===== config.mk =====
export PLATFORM = sky130hd
export DESIGN_NAME = seq_stream_tx
export DESIGN_NICKNAME = d
export VERILOG_FILES = /design/src/rtl/seq_tx_pkg.sv /design/src/rtl/seq_tx_bit_timer.sv /design/src/rtl/seq_stream_tx.sv
export SDC_FILE = /design/constraint.sdc
export NUM_CORES = 1
export LEC_CHECK = 0
export CAP_MARGIN = 20
export CELL_PAD_IN_SITES_DETAIL_PLACEMENT = 1
export CELL_PAD_IN_SITES_GLOBAL_PLACEMENT = 1
export CORE_MARGIN = 10
export CORE_UTILIZATION = 50
export CTS_CLUSTER_DIAMETER = 200
export DETAILED_ROUTE_END_ITERATION = 8
export DONT_BUFFER_PORTS = 1
export PLACE_DENSITY_LB_ADDON = 0.05
export SLEW_MARGIN = 20
export SYNTH_ARGS = -nofsm -noshare
export SYNTH_HDL_FRONTEND = slang
export SYNTH_SLANG_ARGS = --single-unit
export TNS_END_PERCENT = 100

===== constraint.sdc =====
create_clock -name clk -period 2.9 [get_ports clk]
set_input_delay 0.435 -clock clk [delete_from_list [all_inputs] [get_ports clk]]
set_output_delay 0.435 -clock clk [all_outputs]
set_load 0.03 [all_outputs]

===== src/rtl/seq_tx_pkg.sv =====
// Shared definitions for the serial stream transmitter: FSM state encoding
// and the default parameter set.
package seq_tx_pkg;

  typedef enum logic [1:0] {
    ST_IDLE  = 2'd0,
    ST_SHIFT = 2'd1,
    ST_GAP   = 2'd2
  } state_e;

  localparam int unsigned DEF_WIDTH   = 8;
  localparam int unsigned DEF_BIT_DIV = 1;
  localparam int unsigned DEF_GAP     = 2;

endpackage


===== src/rtl/seq_tx_bit_timer.sv =====
// Bit-time divider: pulses bit_end on the last clk cycle of every BIT_DIV-cycle
// bit period; clear restarts the period from its first cycle.
module seq_tx_bit_timer
  import seq_tx_pkg::*;
#(
  parameter int unsigned BIT_DIV = DEF_BIT_DIV
) (
  input  logic clk,
  input  logic rst,
  input  logic clear,
  output logic bit_end
);

  localparam int unsigned DIV_W = (BIT_DIV > 1) ? $clog2(BIT_DIV) : 1;
  localparam logic [DIV_W-1:0] DIV_LAST = DIV_W'(BIT_DIV - 1);

  logic [DIV_W-1:0] div_q, div_d;

  assign bit_end = (div_q == DIV_LAST);

  always_comb begin
    div_d = div_q + 1'b1;
    if (clear || bit_end) begin
      div_d = '0;
    end
  end

  always_ff @(posedge clk or posedge rst) begin
    if (rst) begin
      div_q <= '0;
    end else begin
      div_q <= div_d;
    end
  end

endmodule


===== src/rtl/seq_stream_tx.sv =====
// Serial transmitter: accepts parallel words on a valid/ready handshake and
// shifts them out MSB-first, with a programmable bit time and idle gap.
module seq_stream_tx
  import seq_tx_pkg::*;
#(
  parameter int unsigned WIDTH   = DEF_WIDTH,
  parameter int unsigned BIT_DIV = DEF_BIT_DIV,
  parameter int unsigned GAP     = DEF_GAP
) (
  input  logic             clk,
  input  logic             rst,
  input  logic [WIDTH-1:0] in_data,
  input  logic             in_valid,
  output logic             in_ready,
  output logic             dout,
  output logic             dout_valid,
  output logic             last_bit,
  output logic             busy
);

  localparam int unsigned BIT_W   = $clog2(WIDTH);
  localparam int unsigned GAP_CYC = GAP * BIT_DIV;
  localparam int unsigned GAP_W   = (GAP_CYC > 0) ? $clog2(GAP_CYC + 1) : 1;
  localparam logic [BIT_W-1:0] BIT_LAST = BIT_W'(WIDTH - 1);
  localparam logic [GAP_W-1:0] GAP_LAST = (GAP_CYC > 0) ? GAP_W'(GAP_CYC - 1) : '0;

  state_e             state_q, state_d;
  logic [WIDTH-1:0]   shreg_q, shreg_d;
  logic [BIT_W-1:0]   bit_cnt_q, bit_cnt_d;
  logic [GAP_W-1:0]   gap_cnt_q, gap_cnt_d;
  logic               dout_q, dout_d;
  logic               dout_valid_q, dout_valid_d;
  logic               last_bit_q, last_bit_d;
  logic               bit_end;
  logic               timer_clear;

  // The divider only runs inside SHIFT and restarts on every state change.
  assign timer_clear = (state_q != ST_SHIFT) || (state_d != state_q);

  seq_tx_bit_timer #(
    .BIT_DIV (BIT_DIV)
  ) u_bit_timer (
    .clk     (clk),
    .rst     (rst),
    .clear   (timer_clear),
    .bit_end (bit_end)
  );

  always_comb begin
    state_d   = state_q;
    shreg_d   = shreg_q;
    bit_cnt_d = bit_cnt_q;
    gap_cnt_d = gap_cnt_q;

    case (state_q)
      ST_IDLE: begin
        if (in_valid) begin
          state_d   = ST_SHIFT;
          shreg_d   = in_data;
          bit_cnt_d = '0;
        end
      end
      ST_SHIFT: begin
        if (bit_end) begin
          shreg_d = {shreg_q[WIDTH-2:0], 1'b0};
          if (bit_cnt_q == BIT_LAST) begin
            bit_cnt_d = '0;
            gap_cnt_d = '0;
            state_d   = (GAP_CYC > 0) ? ST_GAP : ST_IDLE;
          end else begin
            bit_cnt_d = bit_cnt_q + 1'b1;
          end
        end
      end
      ST_GAP: begin
        if (gap_cnt_q == GAP_LAST) begin
          gap_cnt_d = '0;
          state_d   = ST_IDLE;
        end else begin
          gap_cnt_d = gap_cnt_q + 1'b1;
        end
      end
      default: begin
        state_d = ST_IDLE;
      end
    endcase

    // Serial outputs are registered from the next-state view so they line up
    // with the state they describe.
    dout_valid_d = (state_d == ST_SHIFT);
    dout_d       = (state_d == ST_SHIFT) && shreg_d[WIDTH-1];
    last_bit_d   = (state_d == ST_SHIFT) && (bit_cnt_d == BIT_LAST);
  end

  always_ff @(posedge clk or posedge rst) begin
    if (rst) begin
      state_q      <= ST_IDLE;
      shreg_q      <= '0;
      bit_cnt_q    <= '0;
      gap_cnt_q    <= '0;
      dout_q       <= 1'b0;
      dout_valid_q <= 1'b0;
      last_bit_q   <= 1'b0;
    end else begin
      state_q      <= state_d;
      shreg_q      <= shreg_d;
      bit_cnt_q    <= bit_cnt_d;
      gap_cnt_q    <= gap_cnt_d;
      dout_q       <= dout_d;
      dout_valid_q <= dout_valid_d;
      last_bit_q   <= last_bit_d;
    end
  end

  assign in_ready   = (state_q == ST_IDLE);
  assign busy       = (state_q == ST_SHIFT) || (state_q == ST_GAP);
  assign dout       = dout_q;
  assign dout_valid = dout_valid_q;
  assign last_bit   = last_bit_q;

endmodule

==> results.json, run 1 <==
{
  "internal_power_w": 0.0005613,
  "outcome": "finished, final reports clean",
  "drc_errors": 0,
  "synth_flop_cell": "dfrtp_1",
  "ys_seq_area_frac": 0.5007,
  "cts.sink_count": 19,
  "fmax_mhz": 458.0,
  "dieWidth_um": 63.58,
  "start_util": 0.5383,
  "htreeDepth": 1,
  "rsz0062_at_grt": "no",
  "synth_seq_cells": 19,
  "dieArea_mm2": 0.004042,
  "critPathKind": "reg2reg",
  "ir_drop_mv": 0.6068,
  "vias": 634,
  "async_flop_share": 1.000,
  "synthCells": 90,
  "grt_pass1_wl_mm": 3.153,
  "pin_count": 16,
  "core.rowCount": 15,
  "worst-endpoint-required_ns": 3.07,
  "maxCapViolations": 0,
  "diodes": 0,
  "tns_ns": 0,
  "drive_gt1_frac": 0.1099,
  "cp.arrival_ns": 2.35,
  "final_common_cell": "dfrtp_1",
  "synth_edf_count": 0,
  "cts_hold_buffers": 0,
  "slew_viol_final": 0,
  "syn-cell-area_um2": 949.7,
  "vias_per_cell": 5.466,
  "synth_top_area_frac": 0.5007,
  "max-slew-margin-rel": 0.5229,
  "globalplace.congestion": 0.7963,
  "final_cell_mix": "dfrtp_1 (19), nand2_1 (10), o21ai_1 (9), inv_1 (9)",
  "clk_pin_slew_ns": 0.11,
  "power_density_mw_per_mm2": 976.3,
  "max_stage_delay_ns": 0.58,
  "syn_nets": 107,
  "worstSkewPairLatency_ns": 0.29,
  "post_cts_resized": 0,
  "p_sw_frac": 0.4184,
  "worst_pin_slew_ns": 0.7149,
  "post-route-min-period_ns": 2.183,
  "start_kind": "register",
  "switchingPower_w": 0.0004037,
  "hp-class": "in2async",
  "cts_tree": "built",
  "finClkSkew_ns": 0.007786,
  "critical_path.cell_chain": "inv_1, ha_1, nor2b_1, a21oi_1, a211oi_2, nor3_1",
  "cp-end-kind": "register",
  "yosysTopAreaCell": "dfrtp_1",
  "gr-total-overflow": 0,
  "synth.area.top_cells": "dfrtp_1 (50%), ha_1 (7.9%), o21ai_1 (4.7%), a22oi_1 (4.7%), nand2_1 (4.0%)",
  "grt_use_total": 0.09903,
  "area_delta_synth_final_pct": 4.084,
  "antenna_found_initial": 0,
  "cts-root-buf": "clkbuf_4",
  "core-area_mm2": 0.001764,
  "ant_nets": 0,
  "wl_per_cell_um": 16.26,
  "portBuffers": 0,
  "slowest_stage": "nor2b_1",
  "min_period_over_period": 0.7529,
  "p_clk_frac": 0.137,
  "clk_path_buf_depth": 2,
  "synth_cell_types": 28,
  "dpl.hpwl_mm": 1.426,
  "finalSetupViolations": 0,
  "drt_iter0_markers": 17,
  "leakagePower_nw": 0.4666,
  "die_y_um": 63.58,
  "avgSynthCellArea_um2": 10.55,
  "cts_buffers": 3,
  "path_max_fanout": 10,
  "pwr-share-comb": 0.413,
  "synth-warning-count": 0,
  "grt_max_degree": 20,
  "drt_wl_total_mm": 1.886,
  "nNetsFinal": 109,
  "grt_pass1_vias": 640,
  "p_seq_frac": 0.450,
  "hold_viol_final": 0,
  "post-cts-setup-buffer-count": 0,
  "firstDrtPassIters": 4,
  "fin_util": 0.5603
}
-- sequential cells by signal, summed over array words and instances, names as in the netlist --
signal	cells
shreg_q	8
dout	1
dout_valid	1
gap_cnt_q	2
u_bit_timer.div_q	1
state_q	2
last_bit	1
bit_cnt_q	3
-- through the flow --
stage               cells  total power, W  area (um2)  hold WS (ns)  setup WS, ns
detailed placement    112       0.0008413       962.2        0.4647        0.6773
finish                116       0.0009650       988.4        0.1321        0.7165
global placement      112       0.0008237       962.2        0.4605        0.6957
CTS                   116       0.0009781       988.4        0.1557        0.6523
global route          116        0.001051       988.4        0.1631        0.4867
floorplan              90       0.0007665       949.7        0.3861        0.9877
-- power by group through the flow --
stage	combinational (W)	clock, W	sequential, W
5_1_grt	0.000449	0.000155	0.000446
3_3_place_gp	0.000386	0	0.000438
3_5_place_dp	0.000401	0	0.000441
2_1_floorplan	0.000345	0	0.000421
4_1_cts	0.000404	0.000139	0.000436
6_report	0.000398	0.000132	0.000435
-- critical path: cells and delay by family (launching register included) --
kind,cells,cell delay (ns)
flip-flops,1,0.44
AO/OA/AOI/OAI,2,0.50
AND/OR/NAND/NOR,2,0.68
adder cells (fa/ha/maj),1,0.33
buffers and inverters,1,0.11
-- worst paths after layout --
kind | from | endpoint | slack [ns] | depth (start not counted)
worst max-delay path | state_q[1] | dout | 0.72 | 6
worst min-delay path | rst | gap_cnt_q[0] | 0.13 | 1
worst max register to register | state_q[1] | dout | 0.72 | 6
worst min register to register | gap_cnt_q[0] | gap_cnt_q[0] | 0.47 | 1
max in group asynchronous | rst | shreg_q[5] | 2.31 | 1
min in group clk | in_data[0] | shreg_q[0] | 0.26 | 2
-- layer usage --
layer  share of wire  global-route usage
met5               0                   0
met4           0.015             0.04098
met3           0.051             0.03887
met2            0.45              0.1470
met1            0.48              0.1236
-- logic make-up (layout without fill, tap and decap cells) --
family / count (synthesis) / after routing / share of synthesized area
fa+ha+maj: 6 / 6 / 0.07905
mux: 3 / 3 / 0.03425
flops: 19 / 19 / 0.5007
buf+inv: 13 / 14 / 0.06323
other cells: 1 / 1 / 0.003949
simple gates: 20 / 20 / 0.1094
compound gates: 28 / 28 / 0.2095
-- synthesized netlist by cell type (2+ instances only) --
cell,count
a21o_1,3
a21oi_1,2
a22o_1,2
a22oi_1,6
buf_2,3
dfrtp_1,19
ha_1,6
inv_1,9
mux2_2,2
nand2_1,10
nor2b_1,2
nor3_1,2
o21ai_1,9
-- layout make-up --
cell class / count / area, um2
clock buffer: 4 / 26.28
fill: 213 / 775.7
inverter: 9 / 33.78
multi-input combinational: 58 / 414.1
sequential: 19 / 475.5
tap: 25 / 31.28
timing repair buffer: 1 / 7.507
No activity file was read; power rests on OpenSTA's default activity.
==> run 2: changes to the inputs <==
--- a/config.mk
+++ b/config.mk
@@ -9,7 +9,7 @@
 export CELL_PAD_IN_SITES_DETAIL_PLACEMENT = 1
 export CELL_PAD_IN_SITES_GLOBAL_PLACEMENT = 1
 export CORE_MARGIN = 10
-export CORE_UTILIZATION = 50
+export CORE_UTILIZATION = 46
 export CTS_CLUSTER_DIAMETER = 200
 export DETAILED_ROUTE_END_ITERATION = 8
 export DONT_BUFFER_PORTS = 1
==> constraint.sdc (replaced) <==
create_clock -name clk -period 2.3 [get_ports clk]
set_input_delay 0.345 -clock clk [delete_from_list [all_inputs] [get_ports clk]]
set_output_delay 0.345 -clock clk [all_outputs]
set_load 0.03 [all_outputs]
==> results.json, run 2 (synthesized netlist as in run 1, its figures left out) <==
{
  "outcome": "finished, final reports clean",
  "hold_viol_final": 0,
  "start_kind": "register",
  "worst-endpoint-required_ns": 2.47,
  "place_area_um2": 987.2,
  "path_max_fanout": 10,
  "top_regs": "shreg_q (8), bit_cnt_q (3)",
  "ir_drop_mv": 0.5560,
  "globalplace.congestion": 0.7807,
  "drt_wl_total_mm": 2.008,
  "top_register": "shreg_q",
  "clk_pin_slew_ns": 0.11,
  "start_util": 0.4841,
  "finClkSkew_ns": 0.003565,
  "worstSkewPairLatency_ns": 0.29,
  "dieArea_mm2": 0.004282,
  "seqCellArea_um2": 475.5,
  "gr-total-overflow": 0,
  "slew_viol_final": 0,
  "worst_pin_slew_ns": 0.7175,
  "cp.arrival_ns": 2.03,
  "pin_count": 16,
  "cp-end-kind": "register",
  "post-cts-setup-buffer-count": 0,
  "final_common_cell": "dfrtp_1",
  "leakagePower_nw": 0.4815,
  "rsz0062_at_grt": "no",
  "drive_gt1_frac": 0.1383,
  "multiInputGateArea_um2": 414.1,
  "htreeDepth": 1,
  "fmax_mhz": 536.6,
  "vias": 658,
  "critPathKind": "reg2reg",
  "cts_buffers": 3,
  "cts_hold_buffers": 0,
  "grt_pass1_wl_mm": 3.443,
  "stdcell_area_mm2": 0.001013,
  "use_met3": 0.02712,
  "dieWidth_um": 65.44,
  "busiest_layer": "met2",
  "largest_reg_flops": 8,
  "finalSetupViolations": 0,
  "dpl.hpwl_mm": 1.628,
  "nNetsFinal": 112,
  "drc_errors": 0,
  "maxCapViolations": 0,
  "area_delta_synth_final_pct": 6.719,
  "vias_per_cell": 5.438,
  "post_cts_resized": 0,
  "grt_max_degree": 20,
  "drt_iter0_markers": 56,
  "grtUsageMet1": 0.1385,
  "diodes": 0,
  "grt_util_met2": 0.1476,
  "cts_tree": "built",
  "max-slew-margin-rel": 0.5211,
  "fill_cells": 238,
  "core-area_mm2": 0.001962,
  "tns_ns": 0,
  "final_cell_mix": "dfrtp_1 (19), nand2_1 (10), o21ai_1 (9), inv_1 (9)",
  "portBuffers": 0,
  "ant_nets": 0,
  "hp-class": "in2async",
  "clk_path_buf_depth": 2,
  "cts-root-buf": "clkbuf_4",
  "cts.sink_count": 19,
  "grt_use_total": 0.1005,
  "hold_slack_ns": 0.04500,
  "die_y_um": 65.44,
  "post-route-min-period_ns": 1.864,
  "min_period_over_period": 0.8103,
  "wl_per_cell_um": 16.60,
  "core.rowCount": 16,
  "antenna_found_initial": 0,
  "grt_pass1_vias": 701,
  "power_density_mw_per_mm2": 1241,
  "firstDrtPassIters": 5
}
[run 2: cell count changes in the layout (fill, tap and decap cells not counted), sizes merged]
cell	change
buf	+3
[run 2: worst max-delay path, cell delays in order (launching register included)]
cell      delay (ns)
dfrtp_1         0.43
inv_1           0.09
ha_1            0.34
mux2i_1         0.22
a21o_1          0.21
a222oi_1        0.35
nor3_1          0.10
[run 2: report_power, final]
part	switching, W	internal (W)
Sequential	0.000102	0.000442
Clock	0.0000992	0.0000674
Combinational	0.000321	0.000226
[run 2: layer usage]
layer / vias up / routed length (um)
li1: 321 / -
met1: 320 / 977
met2: 15 / 915
met3: 2 / 108
met4: 0 / 6
met5: - / 0
[run 2: final cells by class]
cell class,count,share of cell area
Clock buffer,4,0.02593
Inverter,9,0.03333
Multi-Input combinational cell,58,0.4086
Tap cell,27,0.03333
Sequential cell,19,0.4691
Timing Repair Buffer,4,0.02963
[run 2: through the flow]
| step | cells | util | setup slack (ns) | total power, W |
|---|---|---|---|---|
| after floorplan | 90 | - | 0.3877 | 0.0009665 |
| after CTS | 121 | 0.5166 | 0.4225 | 0.001279 |
| after global placement | 117 | 0.5032 | 0.4177 | 0.001082 |
| final | 121 | 0.5166 | 0.4364 | 0.001258 |
| after detailed placement | 117 | 0.5032 | 0.4427 | 0.001107 |
| after global routing | 121 | 0.5166 | 0.2636 | 0.001375 |
[run 2: worst paths after layout]
check,from,end,slack [ns],depth (start not counted)
max,state_q[1],dout,0.44,6
min,rst,u_bit_timer.div_q,0.05,1
max reg2reg,state_q[1],dout,0.44,6
min reg2reg,gap_cnt_q[0],gap_cnt_q[0],0.48,1
max in group asynchronous,rst,shreg_q[6],1.80,1
min in group clk,in_data[0],shreg_q[0],0.17,2
